[src/rtl/param_fifo_controller.sv]
// Synchronous single-clock FIFO controller with occupancy count, live
// almost-full/almost-empty thresholds and sticky overflow/underflow flags.
module param_fifo_controller #(
  parameter int DATA_WIDTH = 8,
  parameter int ADDR_WIDTH = 4
) (
  input  logic                  clk,
  input  logic                  reset,
  input  logic                  write_en,
  input  logic                  read_en,
  input  logic [DATA_WIDTH-1:0] data_in,
  input  logic [ADDR_WIDTH:0]   af_thresh,
  input  logic [ADDR_WIDTH:0]   ae_thresh,
  input  logic                  clear_err,
  output logic [DATA_WIDTH-1:0] data_out,
  output logic                  data_valid,
  output logic [ADDR_WIDTH:0]   count,
  output logic                  full,
  output logic                  empty,
  output logic                  almost_full,
  output logic                  almost_empty,
  output logic                  overflow,
  output logic                  underflow
);

  localparam int DEPTH = 2 ** ADDR_WIDTH;
  localparam logic [ADDR_WIDTH:0]   DEPTH_C   = (ADDR_WIDTH + 1)'(DEPTH);
  localparam logic [ADDR_WIDTH:0]   CNT_ONE   = (ADDR_WIDTH + 1)'(1);
  localparam logic [ADDR_WIDTH-1:0] PTR_ONE   = ADDR_WIDTH'(1);

  logic [DATA_WIDTH-1:0] mem_r [DEPTH];
  logic [ADDR_WIDTH-1:0] read_ptr_r;
  logic [ADDR_WIDTH-1:0] write_ptr_r;
  logic [ADDR_WIDTH:0]   count_r;
  logic [ADDR_WIDTH:0]   count_next_s;
  logic [DATA_WIDTH-1:0] data_out_r;
  logic                  data_valid_r;
  logic                  overflow_r;
  logic                  underflow_r;
  logic                  overflow_next_s;
  logic                  underflow_next_s;
  logic                  full_s;
  logic                  empty_s;
  logic                  rd_acc_s;
  logic                  wr_acc_s;

  assign empty_s  = (count_r == {(ADDR_WIDTH + 1){1'b0}});
  assign full_s   = (count_r == DEPTH_C);
  assign rd_acc_s = read_en && !empty_s;
  // A write into a full FIFO is only legal when a read frees a slot in the same cycle.
  assign wr_acc_s = write_en && (!full_s || rd_acc_s);

  // Next occupancy from the accepted read/write pair.
  always_comb begin
    count_next_s = count_r;
    case ({wr_acc_s, rd_acc_s})
      2'b10:   count_next_s = count_r + CNT_ONE;
      2'b01:   count_next_s = count_r - CNT_ONE;
      2'b11:   count_next_s = count_r;
      2'b00:   count_next_s = count_r;
      default: count_next_s = count_r;
    endcase
  end

  // Sticky error flags: a fresh rejected request wins over clear_err.
  always_comb begin
    overflow_next_s  = overflow_r;
    underflow_next_s = underflow_r;
    if (write_en && !wr_acc_s) begin
      overflow_next_s = 1'b1;
    end else if (clear_err) begin
      overflow_next_s = 1'b0;
    end else begin
      overflow_next_s = overflow_r;
    end
    if (read_en && !rd_acc_s) begin
      underflow_next_s = 1'b1;
    end else if (clear_err) begin
      underflow_next_s = 1'b0;
    end else begin
      underflow_next_s = underflow_r;
    end
  end

  // Storage array; left uninitialised by reset, written only when reset is low.
  always_ff @(posedge clk) begin
    if (!reset && wr_acc_s) begin
      mem_r[write_ptr_r] <= data_in;
    end
  end

  // Pointers, occupancy, read data register and error flags.
  always_ff @(posedge clk) begin
    if (reset) begin
      read_ptr_r   <= {ADDR_WIDTH{1'b0}};
      write_ptr_r  <= {ADDR_WIDTH{1'b0}};
      count_r      <= {(ADDR_WIDTH + 1){1'b0}};
      data_out_r   <= {DATA_WIDTH{1'b0}};
      data_valid_r <= 1'b0;
      overflow_r   <= 1'b0;
      underflow_r  <= 1'b0;
    end else begin
      // Nonblocking read of mem_r returns the old word when the writer hits the same slot.
      if (rd_acc_s) begin
        data_out_r <= mem_r[read_ptr_r];
        read_ptr_r <= read_ptr_r + PTR_ONE;
      end
      if (wr_acc_s) begin
        write_ptr_r <= write_ptr_r + PTR_ONE;
      end
      data_valid_r <= rd_acc_s;
      count_r      <= count_next_s;
      overflow_r   <= overflow_next_s;
      underflow_r  <= underflow_next_s;
    end
  end

  assign data_out     = data_out_r;
  assign data_valid   = data_valid_r;
  assign count        = count_r;
  assign full         = full_s;
  assign empty        = empty_s;
  assign almost_full  = full_s || (count_r >= af_thresh);
  assign almost_empty = empty_s || (count_r <= ae_thresh);
  assign overflow     = overflow_r;
  assign underflow    = underflow_r;

  param_fifo_controller_checker #(
    .ADDR_WIDTH (ADDR_WIDTH)
  ) u_checker (
    .clk   (clk),
    .reset (reset),
    .count (count_r),
    .full  (full_s),
    .empty (empty_s)
  );

endmodule

// Structural invariants of the occupancy counter and status flags.
module param_fifo_controller_checker #(
  parameter int ADDR_WIDTH = 4
) (
  input logic                clk,
  input logic                reset,
  input logic [ADDR_WIDTH:0] count,
  input logic                full,
  input logic                empty
);

  localparam logic [ADDR_WIDTH:0] DEPTH_C = (ADDR_WIDTH + 1)'(2 ** ADDR_WIDTH);

  a_count_range : assert property (@(posedge clk) disable iff (reset) count <= DEPTH_C);
  a_full_empty  : assert property (@(posedge clk) disable iff (reset) !(full && empty));

endmodule

[config.mk]
export PLATFORM = sky130hd
export DESIGN_NAME = param_fifo_controller
export DESIGN_NICKNAME = d
export VERILOG_FILES = /design/src/rtl/param_fifo_controller.sv
export SDC_FILE = /design/constraint.sdc
export NUM_CORES = 1
export LEC_CHECK = 0
export CAP_MARGIN = 25
export CELL_PAD_IN_SITES_DETAIL_PLACEMENT = 0
export CELL_PAD_IN_SITES_GLOBAL_PLACEMENT = 1
export CORE_MARGIN = 1
export CORE_UTILIZATION = 30
export CTS_CLUSTER_DIAMETER = 120
export DETAILED_ROUTE_END_ITERATION = 8
export GPL_TIMING_DRIVEN = 1
export PLACE_DENSITY = 0.55
export SYNTH_ARGS = -nofsm -noshare
export SYNTH_HDL_FRONTEND = slang
export SYNTH_SLANG_ARGS = --single-unit
[constraint.sdc]
create_clock -name clk -period 4.5 [get_ports clk]
set_input_delay 0.9 -clock clk [delete_from_list [all_inputs] [get_ports clk]]
set_output_delay 0.9 -clock clk [all_outputs]
set_load 0.1 [all_outputs]
==> flow_summary_export.csv <==
group,metric,value,unit
status,status,"completed",
worst_setup_path,crit_path_max_fanout,1,
timing,finClkSkew,9.15,ps
synth,yosys.area_share.adder,0.0389,
worst_setup_path,crit_buf_inv,2,
pwr,totalPowerFinal,4.61,mW
global_routing,busiest_layer,"met2",
timing,post-route-period-util,0.754,
clock_tree,htreeDepth,4,
cells_and_area,design_area,7690,sq um
drt,drc,0,
synth,netlist_area,6310,sq um
die,die_x,147,um
drt,post_drt_wl_per_cell,17.8,um
placement,place_area,7080,sq um
die,start_util,0.309,
clock_tree,insertion_delay,420,ps
placement,io_buffers,42,
worst_setup_path,crit_type,"primary input to output pin",
die,ios,43,
cells_and_area,fillers,1955,
placement,place_inst,716,
hold_path,min_path_type,"flip-flop to flip-flop",
worst_setup_path,cpPeakStageDelay,400,ps
die,die-area,21600,sq um
hold_path,holdCritStartpoint,"data_out[5]$_SDFFE_PP0N_",
global_routing,use_met3,0.0348,
clock_tree,cts_post_setup_buffers_inserted,0,
clock_tree,cts_resized,0,
synth,synthCells,409,
worst_setup_path,start_kind,"primary input",
cells_and_area,nNetsFinal,507,
clock_tree,clock_sinks,152,
synth,synthXorXnorAreaFrac,0.0125,
worst_setup_path,crit_chain,"clkdlybuf4s50_1 -> ha_1 -> nand2b_1 -> a21o_1 -> a211oi_1 -> o21ai_1 -> buf_4",
clock_tree,cts_hold_buf,0,
synth,synth_compound_area_frac,0.0559,
worst_setup_path,path_delay_family,"buffers and inverters",
synth,synth-edff-count,128,
global_routing,grtUsageMet2,0.202,
synth,avgSynthCellArea,15.4,sq um
worst_setup_path,r2r_start,"count[1]$_SDFFE_PP0N_",
timing,slew_headroom,0.343,
global_routing,met1_usage,0.180,
cells_and_area,layout.cells.non_filler,748,
timing,finalMaxSlewViolations,0,
die,die_height,147,um
cells_and_area,antenna_cells_inserted,0,
synth,synth_simple_gate_area_frac,0.0649,
clock_tree,cts-buffers-inserted,17,
drt,drt-vias-per-instance,4.72,
placement,post-dp-hpwl,9010,um
timing,timing.fmax,0.295,GHz
timing,setup_slack,1110,ps
timing,setup_violations,0,
cells_and_area,drive_above_1_share,0.153,
synth,synth_top_cell_area_share,0.609,
die,fp.coreArea,20400,sq um
drt,wl,13300,um
synth,ys.warnings.count,0,
drt,first_pass_iters,4,
drt,ant_nets,0,
worst_setup_path,startpoint,"af_thresh[0]",
worst_setup_path,cp-end-kind,"output pin",
global_routing,grt_pass1_vias,3578,
cells_and_area,area_delta_synth_final,21.9,%
worst_setup_path,worstPathArrival,2490,ps
pwr,leakage,2.55,nW
timing,report.final.hold_viol_count,0,
clock_tree,cts_root_buf,"clkbuf_16",
synth,synth_top_family_by_area,"multiplexers",
synth,synthMuxAreaShare,0.115,
synth,ys_async_sr_fraction,0,
flow_run,max_cap_viol_count,0,
synth,synth_cell_types,41,
clock_tree,clockBufferDepth,2,
global_routing,antenna_found_initial,0,
worst_setup_path,worst_path_max_delay_cell,"clkdlybuf4s50_1",
synth,ys_top_cells_by_area,"edfxtp_1, dfxtp_1, mux4_2",
synth,synth-main-ff-cell,"edfxtp_1",
die,rows,52,
global_routing,grt_first_pass_wirelength,20700,um
drt,dr.first_iter.drc_count,224,
timing,rsz0062_at_grt,"false",
drt,num_vias,3531,
synth,yosysTopAreaCell,"edfxtp_1",
clock_tree,cts_tree,"done",
global_routing,grt_start_max_net_pins,29,
synth,ys_seq_area_frac,0.685,
timing,fin_tns_setup,0,ps
pwr,power_density,599,nW/um^2
global_routing,grt_overflow,0,
synth,synth_nets,451,
pwr,peakVddDrop,0.000285,V
timing,worstMarginPinSlew,982,ps
timing,fin_crit,3390,ps
worst_setup_path,required,3600,ps
synth,synth.ff_latch_count,152,
global_routing,grt_usage,0.131,
clock_tree,clk_pin_slew,60,ps
placement,pre_cts_ws,960,ps
placement,gp_congestion,0.750,
==> state kept, by name, indices dropped and copies added, names as in the netlist <==
| name | flops |
|---|---|
| underflow | 1 |
| count | 5 |
| write_ptr_r | 4 |
| data_valid | 1 |
| mem_r | 128 |
| overflow | 1 |
| data_out | 8 |
| read_ptr_r | 4 |
==> worst paths after layout <==
check	endpoint	slack [ps]	depth (start not counted)
setup / recovery	almost_full	1110	7
setup reg to reg	count[4]$_SDFFE_PP0N_	1600	11
hold / removal	data_out[5]$_SDFFE_PP0N_	500	2
hold reg to reg	data_out[5]$_SDFFE_PP0N_	500	2
==> layout make-up <==
cell class,instances,area (sq um),area share
tap,270,338,0.0439
clock buffer,17,425,0.0553
clock inverter,15,189,0.0246
timing repair buffer,56,528,0.0687
multi-input combinational,219,1810,0.236
sequential,152,4330,0.562
inverter,19,71.3,0.00927
==> metal layers <==
layer / share of wire / wire length, um
met5: 0 / 0
met4: 0.011 / 142
met3: 0.033 / 442
met2: 0.47 / 6230
met1: 0.49 / 6480
==> placed cells by master (no fill, tap or decap), types with 5 or more instances in the layout <==
cell type        count
buf_4               17
o22ai_1             16
dfxtp_1             23
clkbuf_16           17
xnor2_1              5
a22o_1               7
nand2_1             12
ha_1                18
edfxtp_1           128
nor4_1               8
mux2i_1             35
nor3_1               9
a21oi_1              7
inv_1               19
inv_6                5
nor2_1              43
clkdlybuf4s50_1     38
mux4_2              16
==> report_power, final <==
| group | switching [mW] | internal (mW) | total, mW | leakage [nW] |
|---|---|---|---|---|
| Sequential | 0.113 | 1.60 | 1.72 | 1.35 |
| Combinational | 0.971 | 0.443 | 1.41 | 0.902 |
| Clock | 0.591 | 0.886 | 1.48 | 0.297 |
| Total | 1.67 | 2.93 | 4.61 | 2.55 |
==> worst register-to-register path: cells and delay by family (launching register included) <==
family,cells,cell delay [ps]
and+or+nand+nor,3,820
adders and majority gates,1,320
AOI/OAI and AO/OA,5,1000
DFF,1,410
buffers and inverters,2,290
==> cells by family after synthesis <==
group / Yosys count
buffers and inverters: 38
flip-flops: 152
AO/OA/AOI/OAI: 50
adder cells (fa/ha/maj): 19
multiplexers: 52
AND/OR/NAND/NOR: 89
XOR/XNOR: 9
==> metrics by stage <==
stage               hold WS [ps]  utilization
floorplan                    530            -
detailed placement           489        0.346
finish                       497        0.376
global route                 525        0.376
CTS                          497        0.376
global placement             496        0.345
==> synthesized netlist by cell type (3+ instances only) <==
library cell    n
edfxtp_1      128
nor2_1         44
mux2i_1        35
dfxtp_1        24
inv_1          19
ha_1           18
mux4_2         16
o22ai_1        16
nand2_1        12
nor3_1          9
clkbuf_1        8
nor4_1          8
a21oi_1         7
a22o_1          7
xnor2_1         5
a21o_1          4
buf_2           4
o21ai_0         4
xor2_1          4
buf_4           3
nand4_1         3
nor2b_1         3
No activity file was read; power rests on OpenSTA's default activity.
